<file path="src/rtl/cla_pipelined_adder.sv">
// Pipelined carry-lookahead adder/subtractor: one 4-bit lookahead block per stage,
// block carry registered between stages, single valid/ready stall for the whole pipe.
module cla_pipelined_adder #(
    parameter int WIDTH = 16
) (
    input  logic             clk,
    input  logic             rst,
    input  logic             in_valid,
    output logic             in_ready,
    input  logic [WIDTH-1:0] a,
    input  logic [WIDTH-1:0] b,
    input  logic             c_in,
    input  logic             sub,
    output logic             out_valid,
    input  logic             out_ready,
    output logic [WIDTH-1:0] s,
    output logic             c_out,
    output logic             ovf,
    output logic             zero
);
    localparam int N = WIDTH / 4;

    logic advance;

    assign advance  = !out_valid || out_ready;
    assign in_ready = advance;

    for (genvar k = 0; k < N; k++) begin : g_stage
        logic             src_v;
        logic             src_c;
        logic [WIDTH-1:0] src_a;
        logic [WIDTH-1:0] src_b;
        logic [WIDTH-1:0] src_s;
        logic [3:0]       g;
        logic [3:0]       p;
        logic [3:0]       sum;
        logic [4:0]       cy;
        logic [WIDTH-1:0] nxt_s;
        logic             v_q;
        logic             c_q;
        logic [WIDTH-1:0] s_q;

        if (k == 0) begin : g_src
            // Subtraction folds into an add of ~b with the borrow flipped into a carry.
            assign src_v = in_valid;
            assign src_c = c_in ^ sub;
            assign src_a = a;
            assign src_b = sub ? ~b : b;
            assign src_s = '0;
        end else begin : g_src
            assign src_v = g_stage[k-1].v_q;
            assign src_c = g_stage[k-1].c_q;
            assign src_a = g_stage[k-1].g_ops.a_q;
            assign src_b = g_stage[k-1].g_ops.b_q;
            assign src_s = g_stage[k-1].s_q;
        end

        assign g = src_a[4*k +: 4] & src_b[4*k +: 4];
        assign p = src_a[4*k +: 4] ^ src_b[4*k +: 4];

        assign cy[0] = src_c;
        assign cy[1] = g[0] | (p[0] & cy[0]);
        assign cy[2] = g[1] | (p[1] & g[0]) | (p[1] & p[0] & cy[0]);
        assign cy[3] = g[2] | (p[2] & g[1]) | (p[2] & p[1] & g[0])
                     | (p[2] & p[1] & p[0] & cy[0]);
        assign cy[4] = g[3] | (p[3] & g[2]) | (p[3] & p[2] & g[1])
                     | (p[3] & p[2] & p[1] & g[0]) | ((&p) & cy[0]);
        assign sum   = p ^ cy[3:0];

        always_comb begin
            nxt_s = src_s;
            nxt_s[4*k +: 4] = sum;
        end

        always_ff @(posedge clk) begin
            if (rst) begin
                v_q <= 1'b0;
                c_q <= 1'b0;
                s_q <= '0;
            end else if (advance) begin
                v_q <= src_v;
                c_q <= cy[4];
                s_q <= nxt_s;
            end
        end

        if (k < N - 1) begin : g_ops
            logic [WIDTH-1:0] a_q;
            logic [WIDTH-1:0] b_q;

            always_ff @(posedge clk) begin
                if (rst) begin
                    a_q <= '0;
                    b_q <= '0;
                end else if (advance) begin
                    a_q <= src_a;
                    b_q <= src_b;
                end
            end
        end else begin : g_flags
            logic ovf_q;
            logic zero_q;

            // cy[3] is the carry into the MSB, cy[4] the carry out of it.
            always_ff @(posedge clk) begin
                if (rst) begin
                    ovf_q  <= 1'b0;
                    zero_q <= 1'b0;
                end else if (advance) begin
                    ovf_q  <= cy[4] ^ cy[3];
                    zero_q <= (nxt_s == '0);
                end
            end
        end
    end

    assign out_valid = g_stage[N-1].v_q;
    assign s         = g_stage[N-1].s_q;
    assign c_out     = g_stage[N-1].c_q;
    assign ovf       = g_stage[N-1].g_flags.ovf_q;
    assign zero      = g_stage[N-1].g_flags.zero_q;

endmodule
</file>
<file path="config.mk">
export PLATFORM = sky130hd
export DESIGN_NAME = cla_pipelined_adder
export DESIGN_NICKNAME = d
export VERILOG_FILES = /design/src/rtl/cla_pipelined_adder.sv
export SDC_FILE = /design/constraint.sdc
export NUM_CORES = 1
export LEC_CHECK = 0
export CAP_MARGIN = 5
export CORE_ASPECT_RATIO = 1.1
export CORE_UTILIZATION = 40
export CTS_BUF_LIST = sky130_fd_sc_hd__clkbuf_4 sky130_fd_sc_hd__clkbuf_8 sky130_fd_sc_hd__clkbuf_16
export DETAILED_ROUTE_END_ITERATION = 6
export REMOVE_ABC_BUFFERS = 1
export SETUP_SLACK_MARGIN = 0.05
export SLEW_MARGIN = 25
export SYNTH_ARGS = -nofsm -noshare
export SYNTH_HDL_FRONTEND = slang
export SYNTH_SLANG_ARGS = --single-unit
</file>
<file path="constraint.sdc">
create_clock -name clk -period 1.9 [get_ports clk]
set_input_delay 0.19 -clock clk [delete_from_list [all_inputs] [get_ports clk]]
set_output_delay 0.19 -clock clk [all_outputs]
set_load 0.005 [all_outputs]
</file>
==> results of run 1 <==
## worst max-delay path: stages (launching register included)
cell	delay, ps
dfxtp_1	320
ha_1	330
a21oi_1	310
a21boi_1	170
or3_1	360
a21oi_1	130
## registers in the layout, indices dropped and copies added, names as in the netlist, 3 cells and up
name               count
g_stage.c_q            3
s                     16
g_stage.g_ops.a_q     24
g_stage.s_q           24
g_stage.g_ops.b_q     24
g_stage.v_q            3
## cell usage in the layout, fill, tap and decap left out, types with 3 or more instances in the layout
master	count
dfxtp_1	98
buf_12	3
ha_1	16
clkdlybuf4s50_1	56
nand3b_1	3
nand3_1	9
xnor2_1	19
nor4b_1	5
clkinvlp_4	3
a31oi_1	4
nand2_1	138
a21oi_1	77
a211oi_1	17
buf_4	8
o21ai_0	9
clkbuf_8	9
xor2_1	5
nor2_1	24
nor3_1	5
fa_1	4
inv_1	7
## routing by layer
layer / up-vias / share of wire [%] / track usage (%)
li1: 1777 / - / -
met3: 5 / 3.4 / 3.46
met5: - / 0 / 0
met4: 0 / 0.95 / 7.25
met1: 1562 / 47 / 19.2
met2: 50 / 48 / 27.6
## power groups by stage
stage	registers (mW)	clock network [mW]	logic, mW
after global routing	2.29	1.38	0.607
after CTS	2.27	1.30	0.548
after detailed placement	2.32	0	0.546
final	2.27	1.26	0.539
after global placement	2.32	0	0.530
after floorplan	2.30	0	0.307
## cell families (layout without fill, tap and decap cells)
kind of cell / after synthesis / in the layout
DFF: 98 / 98
xor gates and xnor gates: 24 / 24
buffers and inverters: 43 / 94
adders and majority gates: 20 / 20
AOI/OAI and AO/OA: 119 / 119
and+or+nand+nor: 196 / 196
## layout make-up
cell class,count,area (um^2)
Fill cell,983,4940
Multi-Input combinational cell,359,2020
Sequential cell,98,1960
Timing Repair Buffer,69,698
Tap cell,120,150
Clock buffer,9,124
Clock inverter,7,60.1
Inverter,9,35.0
## stage by stage
stage          hold slack [ps]  setup TNS (ps)
2_1_floorplan              259         -139790
3_3_place_gp               438               0
3_5_place_dp               447           -8.31
4_1_cts                    307               0
5_1_grt                    346               0
6_report                   313               0
## final timing paths
kind | from | depth (start not counted) | slack, ps | endpoint
setup / recovery | g_stage[2].g_ops.a_q[13] | 5 | 210 | s[14]
hold / removal | rst | 4 | 310 | g_stage[0].s_q[2]
setup reg to reg | g_stage[2].g_ops.a_q[13] | 5 | 210 | s[14]
hold reg to reg | g_stage[1].s_q[1] | 2 | 460 | g_stage[1].s_q[1]
## repair_timing
action / 4_1_cts / 5_1_grt
endpoints found under the setup margin: 0 / 1
resized for setup: 0 / 1
hold buffers: 0 / 0
endpoints found under the hold margin: 0 / 0
==> flow_summary.json, run 1 <==
{
  "core-area_mm2": 0.00998,
  "drt-total-wl_um": 8300,
  "first_iter_violations": 106,
  "synth-seq-cells": 98,
  "layout-drive-gt1-share_pct": 6.53,
  "crit_fanout": 4,
  "grt_start_max_net_pins": 95,
  "cts_inserted_buffers": 9,
  "netlist-cell-type-count": 42,
  "critical_path_class": "register to register",
  "place_hpwl_um": 5520,
  "power.leakage_nw": 1.93,
  "clk_path_buf_depth": 2,
  "yosysTopAreaCellShare_pct": 47.2,
  "ios": 59,
  "cts_tree": "done",
  "netlist_area_mm2": 0.00416,
  "clk_pin_slew_ps": 90,
  "worstSkewPairLatency_ps": 360,
  "drc": 0,
  "ys_top_cells_by_count": "nand2_1 (138), dfxtp_1 (98), a21oi_1 (77), nor2_1 (24), xnor2_1 (19)",
  "postSynthAreaPerCell_um2": 8.32,
  "arrival_ps": 1980,
  "synth-simple-area-share_pct": 20.2,
  "synth_compound_area_share_pct": 16.5,
  "dp.cells": 655,
  "yosys-top-cells-area": "dfxtp_1 (47%), nand2_1 (12%), a21oi_1 (9.3%), ha_1 (4.8%), xnor2_1 (4.0%)",
  "cp-start-kind": "register",
  "via_per_inst": 5.06,
  "yosysSeqAreaShare_pct": 47.2,
  "period_needed_ps": 1690,
  "ys_warn_count": 0,
  "htree_levels": 3,
  "synth-main-ff-cell": "dfxtp_1",
  "synthAdderAreaFrac_pct": 6.74,
  "drv_slew": 0,
  "synthArstFlopShare_pct": 0,
  "postCtsSetupBuffers": 0,
  "fin_nets": 604,
  "antenna_found_initial": 0,
  "relSlewSlack_pct": 71.7,
  "worst_pin_slew_ps": 425,
  "fin_ws_ps": 207,
  "placed_area_mm2": 0.00486,
  "fp.dieH_um": 109,
  "peakVddDrop_mv": 0.320,
  "setup_viol": 0,
  "die_w_um": 99.2,
  "timing.fmax_ghz": 0.590,
  "root_buffer": "clkbuf_8",
  "fin_skew_ps": 13.4,
  "stdcell_count": 671,
  "synth_top_family_by_area": "simple AND/OR/NAND/NOR gates",
  "seqPwrFrac_pct": 55.8,
  "wl_per_cell_um": 12.4,
  "fin_area_mm2": 0.00504,
  "start_util_pct": 41.7,
  "grt_pass1_vias": 3086,
  "num_rows": 38,
  "swShare_pct": 26.7,
  "antenna_cells": 0,
  "status": "complete, no violations",
  "pwr-share-comb_pct": 13.3,
  "p_int_mw": 2.98,
  "p_switching_mw": 1.09,
  "maxCapViolCount": 0,
  "synth_xor_area_share_pct": 5.05,
  "area_growth_pct": 21.3,
  "port_buffers": 58,
  "p_per_area_mw_per_mm2": 807,
  "vias": 3394,
  "endpoint_kind": "register",
  "hold_viol": 0,
  "synth-edff-count": 0,
  "postSynthCellCount": 500,
  "grt_pass1_wl_um": 13800,
  "pwr-share-clk_pct": 30.9,
  "drtAntennaViolNets": 0,
  "drt_first_pass_iters": 4,
  "synth_most_common_cell": "nand2_1",
  "grtUsageTotal_pct": 16.0,
  "gp_congestion": 0.765,
  "rsz0062_at_grt": "false",
  "min-delay-path-class": "input port to register",
  "die_area_mm2": 0.0108,
  "worstPathRequired_ps": 2190,
  "final_core_util_pct": 50.5,
  "overflow": 0,
  "dp_slack_ps": -8.31,
  "fin_crit_sh_pct": 89.1,
  "yosys.area.top_type": "dfxtp_1",
  "synthMuxAreaShare_pct": 0,
  "cts.sink_count": 98,
  "fin_total_pwr_mw": 4.07
}
No activity file was read; power rests on OpenSTA's default activity.
==> inputs of run 2 (changes only) <==
--- a/config.mk
+++ b/config.mk
@@ -5,13 +5,16 @@
 export SDC_FILE = /design/constraint.sdc
 export NUM_CORES = 1
 export LEC_CHECK = 0
+export ABC_AREA = 1
 export CAP_MARGIN = 5
+export CELL_PAD_IN_SITES_DETAIL_PLACEMENT = 0
+export CELL_PAD_IN_SITES_GLOBAL_PLACEMENT = 2
 export CORE_ASPECT_RATIO = 1.1
-export CORE_UTILIZATION = 40
+export CORE_UTILIZATION = 32
 export CTS_BUF_LIST = sky130_fd_sc_hd__clkbuf_4 sky130_fd_sc_hd__clkbuf_8 sky130_fd_sc_hd__clkbuf_16
 export DETAILED_ROUTE_END_ITERATION = 6
+export PLACE_DENSITY_LB_ADDON = 0.1
 export REMOVE_ABC_BUFFERS = 1
-export SETUP_SLACK_MARGIN = 0.05
 export SLEW_MARGIN = 25
 export SYNTH_ARGS = -nofsm -noshare
 export SYNTH_HDL_FRONTEND = slang
==> run 2 against run 1 <==
  * The flow now finishes with violations (DRC)
  * Clock skew down 8.5 ps
  * Global-route usage down 0.97 points
  * Synthesized cell count up 8.0%
  * Hold slack better by 110 ps
  * Sequential power about the same
  * First-iteration DRC count up 57%
  * Wire length up 14%
  * Largest cell class unchanged
  * Core utilization down 8.6 points
  * Design area up 6.5%
  * Non-clock buffer count up 8
  * Sequential share of layout area down 2.4 points
  * Die area up 28%
==> flow_summary.json, run 2 <==
{
  "tns_ps": 0,
  "n_fill_cell": 1332,
  "crit_fanout": 15,
  "grt_pass1_vias": 3388,
  "relSlewSlack_pct": 79.4,
  "fin_ws_ps": 234,
  "p_int_mw": 3.60,
  "postSynthCellCount": 540,
  "worstPathRequired_ps": 1710,
  "wl_per_cell_um": 12.5,
  "fin_crit_sh_pct": 87.7,
  "fin_skew_ps": 4.91,
  "placed_area_mm2": 0.00508,
  "yosys-top-cells-area": "dfxtp_1 (46%), nor2_1 (11%), o21ai_0 (8.3%), ha_1 (4.7%), a21oi_1 (4.1%)",
  "postSynthAreaPerCell_um2": 7.89,
  "p_switching_mw": 1.19,
  "dp.cells": 741,
  "start_util_pct": 33.3,
  "antenna_found_initial": 0,
  "synth-edff-count": 0,
  "ios": 59,
  "worst_pin_slew_ps": 309,
  "num_rows": 43,
  "setup_viol": 0,
  "rsz0062_at_grt": "false",
  "synth-main-ff-cell": "dfxtp_1",
  "stdcell_count": 757,
  "top_regs": "g_stage.g_ops.a_q (24), g_stage.g_ops.b_q (24), g_stage.s_q (24)",
  "layout-drive-gt1-share_pct": 8.33,
  "fin_total_pwr_mw": 4.79,
  "drtAntennaViolNets": 0,
  "maxCapViolCount": 0,
  "worstSkewPairLatency_ps": 350,
  "period_needed_ps": 1670,
  "die_w_um": 112,
  "fin_area_mm2": 0.00537,
  "swShare_pct": 24.8,
  "yosysTopAreaCellShare_pct": 46.0,
  "place_hpwl_um": 6220,
  "layout_commonest_cell": "nor2_1",
  "min-delay-path-class": "input port to register",
  "seqPwrFrac_pct": 48.1,
  "fp.dieH_um": 123,
  "peakVddDrop_mv": 0.402,
  "p_per_area_mw_per_mm2": 891,
  "ys_top_cells_by_count": "nor2_1 (129), dfxtp_1 (98), o21ai_0 (71), nand2_1 (38), a21oi_1 (35)",
  "final_core_util_pct": 41.9,
  "cp-start-kind": "input port",
  "overflow": 0,
  "synth-seq-cells": 98,
  "fin_nets": 653,
  "first_iter_violations": 166,
  "violations": "DRC",
  "power.leakage_nw": 2.27,
  "endpoint_kind": "output pin",
  "cts_tree": "done",
  "pwr-share-comb_pct": 14.6,
  "die_area_mm2": 0.0138,
  "netlist_area_mm2": 0.00426,
  "arrival_ps": 1480,
  "antenna_cells": 0,
  "pwr-share-clk_pct": 37.2,
  "r2r_cells": 10,
  "htree_levels": 3,
  "ys_warn_count": 0,
  "hold_viol": 0,
  "netlist-cell-type-count": 27,
  "synthArstFlopShare_pct": 0,
  "drt_first_pass_iters": 6,
  "drt-total-wl_um": 9480,
  "port_buffers": 58,
  "postCtsSetupBuffers": 0,
  "layout_common_cells": "nor2_1 (128), dfxtp_1 (98), o21ai_0 (71), clkdlybuf4s50_1 (58), nand2_1 (38)",
  "dp_slack_ps": -115,
  "grt_start_max_net_pins": 50,
  "hold_depth": 3,
  "cts_inserted_buffers": 9,
  "clk_path_buf_depth": 2,
  "vias": 3532,
  "yosysSeqAreaShare_pct": 46.0,
  "gp_congestion": 0.758,
  "root_buffer": "clkbuf_16",
  "critical_path_class": "input port to output pin",
  "synth_most_common_cell": "nor2_1",
  "seq_area_mm2": 0.00196,
  "clk_pin_slew_ps": 70,
  "status": "finished with violations",
  "multiInputGateArea_mm2": 0.00200,
  "grt_pass1_wl_um": 16100,
  "grtUsageTotal_pct": 15.0,
  "core-area_mm2": 0.0128,
  "timing.fmax_ghz": 0.600,
  "drc": 1,
  "hold_slack_ps": 423,
  "cts.sink_count": 98,
  "drv_slew": 0,
  "via_per_inst": 4.67,
  "cts_hold_buf": 0,
  "yosys.area.top_type": "dfxtp_1",
  "area_growth_pct": 26.0
}
## run 2: cell types whose count changed in the layout (fill, tap and decap cells not counted), sizes merged, moves of 7 or more
cell | previous run | this run
o21ai | 11 | 93
buf | 12 | 19
nand3 | 9 | 17
inv | 10 | 37
nand2 | 138 | 42
a21oi | 77 | 36
a211oi | 17 | 0
nor2 | 24 | 130
## run 2: power groups by stage
| stage | registers [mW] | logic, mW | clock network, mW |
|---|---|---|---|
| floorplan | 2.33 | 0.420 | 0 |
| global placement | 2.35 | 0.700 | 0 |
| detailed placement | 2.35 | 0.707 | 0 |
| CTS | 2.30 | 0.712 | 1.85 |
| global route | 2.33 | 0.805 | 1.93 |
| finish | 2.30 | 0.701 | 1.78 |
## run 2: logic make-up (layout without fill, tap and decap cells)
logic type,Yosys count,after routing,synth area share (%)
AO/OA/AOI/OAI,137,137,16.6
XOR/XNOR,23,23,5.17
adder cells (fa/ha/maj),20,20,6.58
buffers and inverters,70,130,7.28
flip-flops,98,98,46.0
AND/OR/NAND/NOR,192,192,18.3
## run 2: worst paths after layout
kind | start | endpoint | slack (ps)
min | a[15] | g_stage[0].g_ops.a_q[15] | 420
min reg2reg | g_stage[0].g_ops.b_q[8] | g_stage[1].g_ops.b_q[8] | 450
max reg2reg | g_stage[2].g_ops.a_q[12] | zero | 250
max | out_ready | in_ready | 230
## run 2: final cells by class
| class | instances | share of cell area (%) |
|---|---|---|
| inverters | 37 | 2.59 |
| clock inverters | 2 | 0.186 |
| multi-input cells | 372 | 37.2 |
| well taps | 157 | 3.66 |
| clock buffers | 14 | 5.24 |
| flip-flops and latches | 98 | 36.5 |
| repair buffers | 77 | 14.6 |
## run 2: per-layer routing
metal  track usage, %  wire length [um]
met5                0                 0
met4             7.50               194
met3             2.99               292
met2             25.1              4310
met1             18.7              4680
## run 2: critical path, stage by stage
cell             delay, ps
clkdlybuf4s50_1        470
inv_2                   50
nand2_4                200
clkdlybuf4s50_1        560
## run 2: timing repair
item | 4_1_cts | 5_1_grt
hold endpoints to repair | 0 | 0
gates resized for setup | 0 | 1
endpoints found under the setup margin | 0 | 1
==> inputs of run 3 (changes only) <==
--- a/config.mk
+++ b/config.mk
@@ -9,12 +9,13 @@
 export CAP_MARGIN = 5
 export CELL_PAD_IN_SITES_DETAIL_PLACEMENT = 0
 export CELL_PAD_IN_SITES_GLOBAL_PLACEMENT = 2
-export CORE_ASPECT_RATIO = 1.1
+export CORE_ASPECT_RATIO = 1.25
 export CORE_UTILIZATION = 32
 export CTS_BUF_LIST = sky130_fd_sc_hd__clkbuf_4 sky130_fd_sc_hd__clkbuf_8 sky130_fd_sc_hd__clkbuf_16
 export DETAILED_ROUTE_END_ITERATION = 6
 export PLACE_DENSITY_LB_ADDON = 0.1
 export REMOVE_ABC_BUFFERS = 1
+export SETUP_SLACK_MARGIN = 0.4
 export SLEW_MARGIN = 25
 export SYNTH_ARGS = -nofsm -noshare
 export SYNTH_HDL_FRONTEND = slang
==> run 3 against run 2 <==
  * The flow now finishes without violations
  * Clock power is 3% lower
  * Count of clock-buffer cells in the layout is 3 lower
  * Final cell count grew 2.0%
  * Wire length is 1.2% higher
  * Critical endpoint is now zero
==> flow_summary.json, run 3 (synthesis results as in run 2) <==
{
  "status": "complete, no violations",
  "antenna_found_initial": 0,
  "timing.fmax_ghz": 0.565,
  "root_buffer": "clkbuf_16",
  "via_per_inst": 4.62,
  "worstSkewPairLatency_ps": 340,
  "fin_crit_sh_pct": 93.2,
  "multiInputGateArea_mm2": 0.00208,
  "core-area_mm2": 0.0128,
  "tns_ps": 0,
  "grt_pass1_wl_um": 16100,
  "setup_viol": 0,
  "grt_start_max_net_pins": 46,
  "drtAntennaViolNets": 0,
  "antenna_cells": 0,
  "gp_congestion": 0.770,
  "drv_slew": 0,
  "critical_path_class": "register to register",
  "start_util_pct": 33.2,
  "grt_pass1_vias": 3326,
  "power.leakage_nw": 2.29,
  "cts_hold_buf": 0,
  "drt_first_pass_iters": 4,
  "drc": 0,
  "grtUsageTotal_pct": 14.9,
  "clk_path_buf_depth": 2,
  "vias": 3567,
  "relSlewSlack_pct": 76.5,
  "die_w_um": 105,
  "arrival_ps": 2050,
  "n_fill_cell": 1351,
  "rsz0062_at_grt": "true",
  "layout_common_cells": "nor2_1 (126), dfxtp_1 (94), o21ai_0 (71), clkdlybuf4s50_1 (53), nand2_1 (35)",
  "first_iter_violations": 156,
  "slowest_delay_ps": 570,
  "fin_skew_ps": 5.24,
  "die_area_mm2": 0.0138,
  "ios": 59,
  "worst_pin_slew_ps": 352,
  "cp_cell_sequence": "inv_2, fa_1, inv_1, nor2_1, nand2_1, nor2_2, nand3_2, nor2_4, nand2_2, a21oi_2",
  "crit_fanout": 2,
  "layout_commonest_cell": "nor2_1",
  "crit_slowest_cell": "fa_1",
  "port_buffers": 58,
  "layout-drive-gt1-share_pct": 12.1,
  "cts.sink_count": 98,
  "seq_area_mm2": 0.00197,
  "worstPathRequired_ps": 2180,
  "fp.dieH_um": 131,
  "fin_nets": 657,
  "htree_levels": 3,
  "p_per_area_mw_per_mm2": 871,
  "area_growth_pct": 28.6,
  "overflow": 0,
  "hold_depth": 3,
  "cp-start-kind": "register",
  "hold_slack_ps": 427,
  "hold_viol": 0,
  "period_needed_ps": 1770,
  "min-delay-path-class": "input port to register",
  "wl_per_cell_um": 12.4,
  "cts_inserted_buffers": 9,
  "clk_pin_slew_ps": 70,
  "drt-total-wl_um": 9600,
  "place_hpwl_um": 6230,
  "top_regs": "g_stage.g_ops.a_q (24), g_stage.g_ops.b_q (24), g_stage.s_q (24)",
  "r2r_cells": 10,
  "endpoint_kind": "register",
  "num_rows": 46,
  "peakVddDrop_mv": 0.334,
  "maxCapViolCount": 0,
  "cts_tree": "done"
}
[run 3: cell count changes in the layout (fill, tap and decap cells not counted), moves of 4 or more]
cell             previous run  this run
dfxtp_2                     0         4
clkdlybuf4s50_1            58        53
buf_4                      14        19
dfxtp_1                    98        94
[run 3: path summary, 6_finish.rpt]
path	from	endpoint	slack (ps)
setup / recovery	g_stage[2].g_ops.b_q[12]	zero	130
hold / removal	a[6]	g_stage[0].g_ops.a_q[6]	430
setup reg to reg	g_stage[2].g_ops.b_q[12]	zero	130
hold reg to reg	g_stage[0].g_ops.b_q[8]	g_stage[1].g_ops.b_q[8]	450
[run 3: cell type report]
type,instances,area share (%)
flip-flops and latches,98,35.9
well taps,168,3.83
repair buffers,81,14.7
inverters,37,2.53
multi-input cells,372,38.0
clock inverters,5,0.548
clock buffers,11,4.50
[run 3: critical path: cells and delay by family, from the launching register on]
family,cells,cell delay [ps]
DFF,1,330
AOI/OAI and AO/OA,1,120
buffers and inverters,2,90
adders and majority gates,1,570
and+or+nand+nor,6,580
[run 3: routing by layer]
layer	global-route usage (%)	routed length (um)	up-vias	share of wire, %
met5	0	0	-	0
met4	7.21	170	0	1.8
li1	-	-	1879	-
met3	2.38	232	12	2.4
met2	25.3	4600	43	48
met1	18.5	4600	1633	48
[run 3: power by group]
group          internal [mW]  switching, mW
logic                  0.386          0.359
clock network          0.932          0.788
registers               2.22         0.0914
[run 3: metrics by stage]
step / setup WS, ps / power (mW) / std cells / cell area, um^2 / utilization (%)
2_1_floorplan: -583 / 2.75 / 507 / 4090 / -
3_3_place_gp: -91.1 / 3.04 / 750 / 5060 / 39.5
3_5_place_dp: -108 / 3.05 / 750 / 5060 / 39.5
4_1_cts: 157 / 4.80 / 768 / 5370 / 41.9
5_1_grt: 20.8 / 5.04 / 772 / 5480 / 42.7
6_report: 129 / 4.77 / 772 / 5480 / 42.7
[run 3: what timing repair did]
item,in CTS,in global routing
resized for setup,7,21
gates cloned,0,0
pin swaps,1,18
buffers inserted,2,4
endpoints found under the setup margin,7,7
